File: src/rtl/vehicle_sensor_conditioner.sv
// Loop-detector front end for the traffic controller: it synchronises and debounces the
// contact, latches the vehicle call, and limits how long a stuck sensor can hold the country green.
module vehicle_sensor_conditioner #(
  parameter int DEB_CYCLES     = 4,
  parameter int MAX_SERVE      = 10,
  parameter int LOCKOUT_CYCLES = 6
) (
  input  logic clk,
  input  logic reset,
  input  logic sensor_raw,
  input  logic SC,
  output logic S,
  output logic sensor_stable
);

  localparam logic [15:0] DEB_TC  = 16'(DEB_CYCLES - 1);
  localparam logic [15:0] SERV_TC = 16'(MAX_SERVE - 1);
  localparam logic [15:0] LOCK_TC = 16'(LOCKOUT_CYCLES - 1);

  typedef enum logic [1:0] {IDLE, REQ, SERVE, LOCKOUT} state_t;

  logic        s1, s2;
  logic [15:0] deb_cnt;
  logic [15:0] timer, timer_n;
  state_t      state, state_n;

  always_ff @(posedge clk) begin
    if (reset) begin
      s1            <= 1'b0;
      s2            <= 1'b0;
      deb_cnt       <= '0;
      sensor_stable <= 1'b0;
    end else begin
      s1 <= sensor_raw;
      s2 <= s1;
      if (s2 == sensor_stable) begin
        deb_cnt <= '0;
      end else if (deb_cnt == DEB_TC) begin
        sensor_stable <= s2;
        deb_cnt       <= '0;
      end else begin
        deb_cnt <= deb_cnt + 16'd1;
      end
    end
  end

  // The timer stops at all-ones rather than wrapping; every terminal count is below that value.
  always_comb begin
    state_n = state;
    timer_n = (timer == 16'hffff) ? timer : timer + 16'd1;
    case (state)
      IDLE: begin
        timer_n = '0;
        if (sensor_stable) state_n = REQ;
      end
      REQ: begin
        timer_n = '0;
        if (SC) state_n = SERVE;
      end
      SERVE: begin
        // Sensor release has priority over timeout, so a clean departure never enters lockout.
        if (!sensor_stable) begin
          state_n = IDLE;
          timer_n = '0;
        end else if (timer == SERV_TC) begin
          state_n = LOCKOUT;
          timer_n = '0;
        end
      end
      LOCKOUT: begin
        if (timer == LOCK_TC) begin
          state_n = sensor_stable ? REQ : IDLE;
          timer_n = '0;
        end
      end
      default: begin
        state_n = IDLE;
        timer_n = '0;
      end
    endcase
  end

  always_ff @(posedge clk) begin
    if (reset) begin
      state <= IDLE;
      timer <= '0;
      S     <= 1'b0;
    end else begin
      state <= state_n;
      timer <= timer_n;
      S     <= (state_n == REQ) || (state_n == SERVE);
    end
  end

endmodule
File: config.mk
export PLATFORM = sky130hd
export DESIGN_NAME = vehicle_sensor_conditioner
export DESIGN_NICKNAME = d
export VERILOG_FILES = /design/src/rtl/vehicle_sensor_conditioner.sv
export SDC_FILE = /design/constraint.sdc
export NUM_CORES = 1
export LEC_CHECK = 0
export ABC_AREA = 1
export CAP_MARGIN = 5
export CORE_MARGIN = 2
export CORE_UTILIZATION = 60
export CTS_CLUSTER_DIAMETER = 150
export CTS_CLUSTER_SIZE = 28
export DETAILED_ROUTE_END_ITERATION = 6
export PLACE_DENSITY = 0.78
export SYNTH_ARGS = -nofsm -noshare
export SYNTH_HDL_FRONTEND = slang
export SYNTH_SLANG_ARGS = --single-unit
File: constraint.sdc
create_clock -name clk -period 2.48 [get_ports clk]
set_input_delay 0.496 -clock clk [delete_from_list [all_inputs] [get_ports clk]]
set_output_delay 0.496 -clock clk [all_outputs]
set_load 0.005 [all_outputs]
### Yosys cells after proc, flatten, opt, wreduce, memory -nomap -nowiden

Index checks and enable logic that the tools add are counted.

| operators by class | value |
|---|---|
| add/subtract/negate cells | 2 |
| shifts and indexed selects | 0 |
| reduce and logical (&&, ||, !) cells | 5 |
| div/mod/pow operators | 0 |
| mux-type cells | 12 |
| $mul | 0 |
| equal/unequal tests | 10 |
| order comparisons | 0 |
| bitwise logic cells | 1 |

Operator list:

| kind | number |
|---|---|
| two-way mux 16 bit | 4 |
| one-hot mux 16 bit (3 select lines) | 1 |
| adder 16 x 1 -> 16 bit (second input constant) | 2 |
| == test 16 bit (second input constant) | 1 |
| == test 16 x 2 -> 1 bit (second input constant) | 1 |
| == test 16 x 3 -> 1 bit (second input constant) | 1 |
| == test 16 x 4 -> 1 bit (second input constant) | 1 |
| two-way mux 2 bit | 5 |
| one-hot mux 2 bit (4 select lines) | 1 |
| == test 2 bit (second input constant) | 3 |
| == test 2 x 1 -> 1 bit (second input constant) | 2 |
| OR reduction 3 bit | 1 |
| logical NOT 2 bit | 1 |
| AND reduction 2 bit | 1 |
| OR reduction 2 bit | 1 |
| == test 1 bit | 1 |
| logical OR 1 bit | 1 |
| two-way mux 1 bit | 1 |
| inverter 1 bit | 1 |

| word-level totals | value |
|---|---|
| logic and storage cells | 37 |
| memory bits (read-only) | 0 |
| memories kept | 0 |
| output and inout port bits | 2 |
| bits in writable memories | 0 |
| bits in latches | 0 |
| input bits | 4 |
| flip-flop bits (word level) | 38 |

### Depth between registers and ports, before layout

Gate-level depths: netlist of the first run.

| depth | value |
|---|---|
| depth after elaboration | 6 |
| mapped depth | 11 |
| gate-level depth less buffers | 11 |

### Worst setup path before layout of the first run

No wires, ideal clock.

| path | value |
|---|---|
| path type | register to register |
| start | reg timer[1] |
| end | reg timer[10] |
| setup slack | 1088 ps |
| data required time | 2414 ps |
| path buffers | 1 |
| setup time | 66 ps |
| clock period less this slack | 1392 ps |
| cell stages (with the launch flop) | 7 |
| data arrival time | 1326 ps |
| cell sequence | dfxtp_1 > ha_1 > nand3_2 > nor3_4 > nand3b_4 > buf_6 > a21oi_2 |

| on the way | value |
|---|---|
| longest elaborated chain between the ends | 5 |
| elaborated cells between the ends (all ways) | 9 |
| those cells by class | 1 x add/sub; 3 x eq/ne; 5 x mux |

RTL lines:

| element | RTL line | RTL |
|---|---|---|
| from (decl) | 24 | `logic [15:0] timer, timer_n;` |
| from (signal assigned) | 90 | `timer <= timer_n;` |
| adder 16 x 1 -> 16 bit / == test 16 bit (equally long branches) | 50 | `timer_n = (timer == 16'hffff) ? timer : timer + 16'd1;` |
| two-way mux 16 bit | 50 |  |
| two-way mux 16 bit | 65 | `end else if (timer == SERV_TC) begin` |
| two-way mux 16 bit | 62 | `if (!sensor_stable) begin` |
| one-hot mux 16 bit (3 select lines) * | 51 | `case (state)` |

Mark *: on every way between the ends. The rest lies on a longest branch, timed or not.
A chain may end at the register's enable or synchronous reset.

### Worst setup path in the final report of the first run

| path | value |
|---|---|
| start | reg sensor_stable |
| end | out sensor_stable |

RTL lines:

| element | RTL line | RTL |
|---|---|---|
| from (decl) | 13 | `output logic sensor_stable` |
| from (signal assigned) | 32 | `sensor_stable <= 1'b0;` |
| from (signal assigned) | 39 | `sensor_stable <= s2;` |

No word-level cell between the ends.

==> results.py, run 1 <==
metrics = {
    "timing": {
        "fin_skew_ns": 0.0134,
        "fin_crit_sh_pct": 73.0,
        "final_hold_viol_count": 0,
        "final_max_slew_viol_count": 0,
        "fmax_mhz": 552,
        "fin_crit_ns": 1.81,
        "setup_viol_count_final": 0,
        "max_slew.worst_pin.slew_ns": 0.614,
        "tns_ns": 0,
        "rsz0062_at_grt": "false",
        "slew_headroom_pct": 58.9,
    },
    "synthesis": {
        "synthesis.area_um2": 2030,
        "syn_inst": 286,
        "yosysUniqueCellTypes": 30,
        "synth-edff-count": 0,
        "yosysWarnings": 0,
        "async_flop_share_pct": 0,
        "ys_seq_area_share_pct": 37.5,
        "synthFlopType": "dfxtp_1",
        "synth_fp_nets": 293,
        "ys_seq_elements": 38,
        "avgSynthCellArea_um2": 7.09,
    },
    "setup_path": {
        "required_ns": 1.98,
        "reg2reg_to": "timer[11]$_SDFF_PP0_",
        "slowest_stage": "clkdlybuf4s50_1",
        "start_kind": "flop",
        "endpoint_kind": "primary output",
        "crit_path_max_incr_delay_ns": 0.53,
        "setup.worst_path.class": "flop to primary output",
        "crit_family": "buffers and inverters",
        "crit_chain": "clkdlybuf4s50_1",
        "worstPathArrival_ns": 1.31,
        "cp_num_buf_inv": 1,
        "cp_max_fo": 6,
        "reg2reg_depth": 7,
        "r2r-start": "timer[1]$_SDFF_PP0_",
        "r2r_slack_ns": 0.80,
    },
    "pwr": {
        "peakVddDrop_v": 0.000377,
        "p_leak_nw": 0.774,
        "power_density_nw_per_um2": 438,
    },
    "clocking": {
        "htree_levels": 2,
        "cts_tree": "built",
        "insertion_delay_ns": 0.36,
        "postCtsSetupBuffers": 0,
        "cts_buffers": 5,
        "cts.clk_slew.worst_paths_ns": 0.11,
        "clock-sinks": 38,
        "ctsHoldBuffers": 0,
        "root_buffer": "clkbuf_4",
        "cts_buffer_depth": 2,
        "post_cts_resized": 0,
    },
    "min_path": {
        "hold_path.class": "flop to flop",
        "hold_depth": 2,
        "hold_end": "s2$_SDFF_PP0_",
        "min-delay-start": "s1$_SDFF_PP0_",
    },
    "drt": {
        "vias": 1721,
        "initialDrtViolationCount": 101,
        "dr.pass1.iters": 4,
        "wl_per_cell_um": 11.0,
        "vias_per_cell": 5.08,
        "drcViolationCount": 0,
        "drt-total-wl_um": 3730,
        "ant_nets": 0,
    },
    "final_layout": {
        "final_core_util_pct": 65.1,
        "fin_cells": 339,
        "area_growth_pct": 5.56,
        "drive_above_1_share_pct": 10.2,
        "final_nets": 300,
        "num_antenna_cells": 0,
    },
    "floorplanning": {
        "placementRows": 21,
        "core_region_area_um2": 3280,
        "ios": 6,
        "dieWidth_um": 62.1,
        "die_height_um": 62.1,
        "initial_core_util_pct": 61.7,
        "dieArea_um2": 3860,
    },
    "grt": {
        "antenna_found_initial": 0,
        "grt_pass1_wl_um": 6670,
        "grt_max_degree": 17,
        "overflow": 0,
        "grt.total_usage_pct": 21.5,
        "grt_pass1_vias": 1603,
    },
    "job": {
        "cap_violations": 0,
    },
    "placed_design": {
        "portBuffers": 5,
        "dp.cells": 332,
        "gp_congestion": 0.827,
        "dp_hpwl_um": 2730,
    },
    "status": {
        "status": "finished, final reports clean",
    },
}
## cells in the final DEF (no fill, tap or decap), types with 3 or more instances in the layout
cell	synthesis	layout
nor2_1	48	48
nand4_1	6	6
inv_1	37	37
o21ai_0	6	6
a21oi_2	11	11
clkbuf_4	0	5
nor3_1	11	11
clkdlybuf4s50_1	0	5
a21oi_1	11	11
xor2_1	8	8
nor2_2	3	3
nand2_2	3	3
dfxtp_1	38	38
nand2_1	56	56
ha_1	3	3
nand3_1	22	22
xnor2_1	4	4
## area by class of cell
| type | count | area, um2 |
|---|---|---|
| Fill cell | 306 | 1140 |
| Multi-Input combinational cell | 206 | 1080 |
| Sequential cell | 38 | 761 |
| Inverter | 37 | 139 |
| Tap cell | 46 | 57.6 |
| Timing Repair Buffer | 5 | 50.0 |
| Clock buffer | 5 | 37.5 |
| Clock inverter | 2 | 10.0 |
## metrics by stage
step           total power (W)  cell area, um2  hold WS, ns  setup slack (ns)
6_report              0.000937            2140        0.410             0.669
5_1_grt               0.000969            2140        0.429             0.602
4_1_cts               0.000940            2140        0.415             0.659
3_5_place_dp          0.000640            2090        0.399             0.483
3_3_place_gp          0.000640            2090        0.397             0.529
2_1_floorplan         0.000633            2030        0.388              1.09
## synth_stat cells (3+ instances only)
cell     instances  area, um2
nor2_1          48        180
nor2_2           3       18.8
inv_1           37        139
a21oi_1         11       55.1
nand2_1         56        210
nand4_1          6       37.5
nand2_2          3       18.8
xor2_1           8       70.1
o21ai_0          6       30.0
dfxtp_1         38        761
ha_1             3       37.5
xnor2_1          4       35.0
nand3_1         22        110
nor3_1          11       55.1
a21oi_2         11       96.3
## sequential cells by signal, summed over array words and instances (netlist names)
name           count
timer             16
state              2
deb_cnt           16
sensor_stable      1
s1                 1
s2                 1
S                  1
## worst min-delay path: stages, from the launching register on
cell and delay (ns):
dfxtp_1 0.31, inv_1 0.04, nor2_1 0.03
## kinds of logic after synthesis
kind of cell | count (synthesis) | synth area share [%]
buffers and inverters | 42 | 8.95
XOR/XNOR | 12 | 5.19
AND/OR/NAND/NOR | 159 | 36.2
flip-flops | 38 | 37.5
adder cells (fa/ha/maj) | 3 | 1.85
AO/OA/AOI/OAI | 32 | 10.2
## layer usage
layer / wire length, um / vias up / global-route usage, %
met5: 0 / - / 0
met4: 74 / 0 / 11.1
met3: 101 / 7 / 4.89
met2: 1790 / 19 / 37.8
met1: 1760 / 767 / 24.4
li1: - / 928 / -
## worst max-delay path by stage
stage               cells past startpoint                        from                     to  slack (ns)
floorplan                               6         timer[1]$_SDFF_PP0_   timer[10]$_SDFF_PP0_        1.09
global placement                        4                       reset  deb_cnt[8]$_SDFF_PP0_        0.53
detailed placement                      4                       reset  deb_cnt[8]$_SDFF_PP0_        0.48
CTS                                     1  sensor_stable$_SDFFE_PP0P_          sensor_stable        0.66
global route                            6         timer[1]$_SDFF_PP0_    timer[1]$_SDFF_PP0_        0.60
finish                                  1  sensor_stable$_SDFFE_PP0P_          sensor_stable        0.67
## report_power, final
| group | switching [W] | total (W) | internal [W] |
|---|---|---|---|
| Sequential | 0.000000941 | 0.000613 | 0.000612 |
| Combinational | 0.00000688 | 0.0000128 | 0.00000593 |
| Clock | 0.000209 | 0.000311 | 0.000102 |
| Total | 0.000217 | 0.000937 | 0.000720 |
No activity file was read; power rests on OpenSTA's default activity.
==> inputs of run 2 (changes only) <==
Clock period 2.48 ns to 1.7 ns, I/O delays scaled along.
==> run 2 against run 1 <==
Against the previous run: sequential cell count unchanged; first-iteration DRC count grew 12%; hold slack improved by 0.016 ns; critical path depth did not move; critical endpoint unchanged.
==> results.py, run 2 (synthesized netlist as in run 1, its figures left out) <==
metrics = {
    "floorplanning": {
        "dieWidth_um": 62.1,
        "ios": 6,
        "initial_core_util_pct": 61.7,
        "placementRows": 21,
        "dieArea_um2": 3860,
        "core_region_area_um2": 3280,
        "die_height_um": 62.1,
    },
    "timing": {
        "setup_viol_count_final": 0,
        "max_slew.worst_pin.slew_ns": 0.309,
        "final_max_slew_viol_count": 0,
        "setup_ws_ns": 0.121,
        "fin_crit_ns": 1.58,
        "slew_headroom_pct": 79.4,
        "rsz0062_at_grt": "true",
        "fmax_mhz": 633,
        "fin_skew_ns": 0.0117,
        "tns_ns": 0,
        "fin_crit_sh_pct": 92.9,
        "final_hold_viol_count": 0,
    },
    "grt": {
        "grt_pass1_vias": 1676,
        "grt.total_usage_pct": 22.5,
        "overflow": 0,
        "antenna_found_initial": 0,
        "grt_pass1_wl_um": 7090,
        "grt_max_degree": 17,
    },
    "placed_design": {
        "portBuffers": 5,
        "dp_hpwl_um": 2850,
        "dpl_worst_slack_ns": 0.159,
        "gp_congestion": 0.884,
        "dp.cells": 337,
    },
    "setup_path": {
        "critPathLaunch": "sensor_stable$_SDFFE_PP0P_",
        "slowest_stage": "clkdlybuf4s50_1",
        "setup.worst_path.class": "flop to primary output",
        "crit_path_max_incr_delay_ns": 0.51,
        "crit_chain": "clkdlybuf4s50_1",
        "cp_num_buf_inv": 1,
        "reg2reg_depth": 6,
        "worstPathArrival_ns": 1.24,
        "reg2reg_to": "timer[8]$_SDFF_PP0_",
        "crit_family": "buffers and inverters",
        "cp_max_fo": 6,
        "start_kind": "flop",
        "r2r_slack_ns": 0.18,
        "endpoint_kind": "primary output",
        "r2r-start": "timer[0]$_SDFF_PP0_",
        "required_ns": 1.36,
    },
    "final_layout": {
        "layout_common_cells": "nand2_1 (56), nor2_1 (47), inv_1 (37)",
        "fill_cells": 300,
        "area_growth_pct": 7.72,
        "fin_cells": 344,
        "num_antenna_cells": 0,
        "final_nets": 305,
        "drive_above_1_share_pct": 13.1,
        "top_regs": "deb_cnt (16), timer (16), state (2)",
        "final_common_cell": "nand2_1",
    },
    "drt": {
        "ant_nets": 0,
        "vias_per_cell": 5.03,
        "wl_per_cell_um": 10.9,
        "initialDrtViolationCount": 113,
        "drt-total-wl_um": 3750,
        "vias": 1732,
        "dr.pass1.iters": 4,
        "drcViolationCount": 0,
    },
    "clocking": {
        "root_buffer": "clkbuf_4",
        "postCtsSetupBuffers": 0,
        "ctsHoldBuffers": 0,
        "htree_levels": 2,
        "cts_buffer_depth": 2,
        "insertion_delay_ns": 0.34,
        "cts_buffers": 5,
        "cts.clk_slew.worst_paths_ns": 0.10,
        "cts_tree": "built",
        "clock-sinks": 38,
    },
    "pwr": {
        "peakVddDrop_v": 0.000490,
        "power_density_nw_per_um2": 614,
        "p_leak_nw": 0.800,
    },
    "min_path": {
        "hold_path.class": "flop to flop",
        "min-delay-start": "s1$_SDFF_PP0_",
        "hold_depth": 2,
        "hold_end": "s2$_SDFF_PP0_",
    },
    "status": {
        "status": "finished, final reports clean",
    },
    "job": {
        "cap_violations": 0,
    },
}
[run 2: cell count changes in the layout (fill, tap and decap cells not counted), sizes merged]
cell and change:
buf +5
[run 2: worst max-delay path by stage]
stage	end	cells past startpoint	slack (ns)
final	sensor_stable	1	0.12
after global routing	timer[13]$_SDFF_PP0_	10	-0.002
after floorplan	timer[10]$_SDFF_PP0_	6	0.31
after CTS	sensor_stable	1	0.03
after global placement	timer[9]$_SDFF_PP0_	6	0.21
after detailed placement	timer[8]$_SDFF_PP0_	6	0.16
[run 2: repair_timing]
| action | 4_1_cts | 5_1_grt |
|---|---|---|
| setup endpoints to repair | 0 | 4 |
| hold endpoints to repair | 0 | 0 |
| gates resized for setup | 0 | 4 |
[run 2: per-layer routing]
layer | track usage, % | part of all wire (%) | vias to the layer above
li1 | - | - | 939
met1 | 26.9 | 48 | 767
met2 | 39.1 | 48 | 21
met3 | 5.98 | 3.2 | 5
met4 | 7.50 | 1.3 | 0
met5 | 0 | 0 | -
[run 2: through the flow]
stage	hold WS [ns]	utilization [%]	power [W]	instance area (um2)
final	0.426	66.5	0.00134	2180
after floorplan	0.388	-	0.000923	2030
after global placement	0.398	64.8	0.000936	2130
after CTS	0.432	66.3	0.00136	2180
after global routing	0.437	66.5	0.00141	2180
after detailed placement	0.416	64.8	0.000937	2130
[run 2: where the power goes]
part / leakage, nW / switching (W) / internal, W
sequential: 0.308 / 0.00000158 / 0.000893
combinational: 0.461 / 0.0000108 / 0.0000109
clock: 0.0308 / 0.000277 / 0.000149
total: 0.800 / 0.000289 / 0.00105
[run 2: cell type report]
class	count	area (um2)	share of cell area (%)
timing repair buffer	10	87.6	4.01
clock buffer	5	37.5	1.72
clock inverter	2	10.0	0.458
tap	46	57.6	2.64
inverter	37	139	6.36
sequential	38	764	35.0
multi-input combinational	206	1090	49.8
==> inputs of run 3 (changes only) <==
Settings changed: SLEW_MARGIN from default to 20.
==> results of run 3 <==
The final DEF is identical to that of run 2; final timing and power are the same.
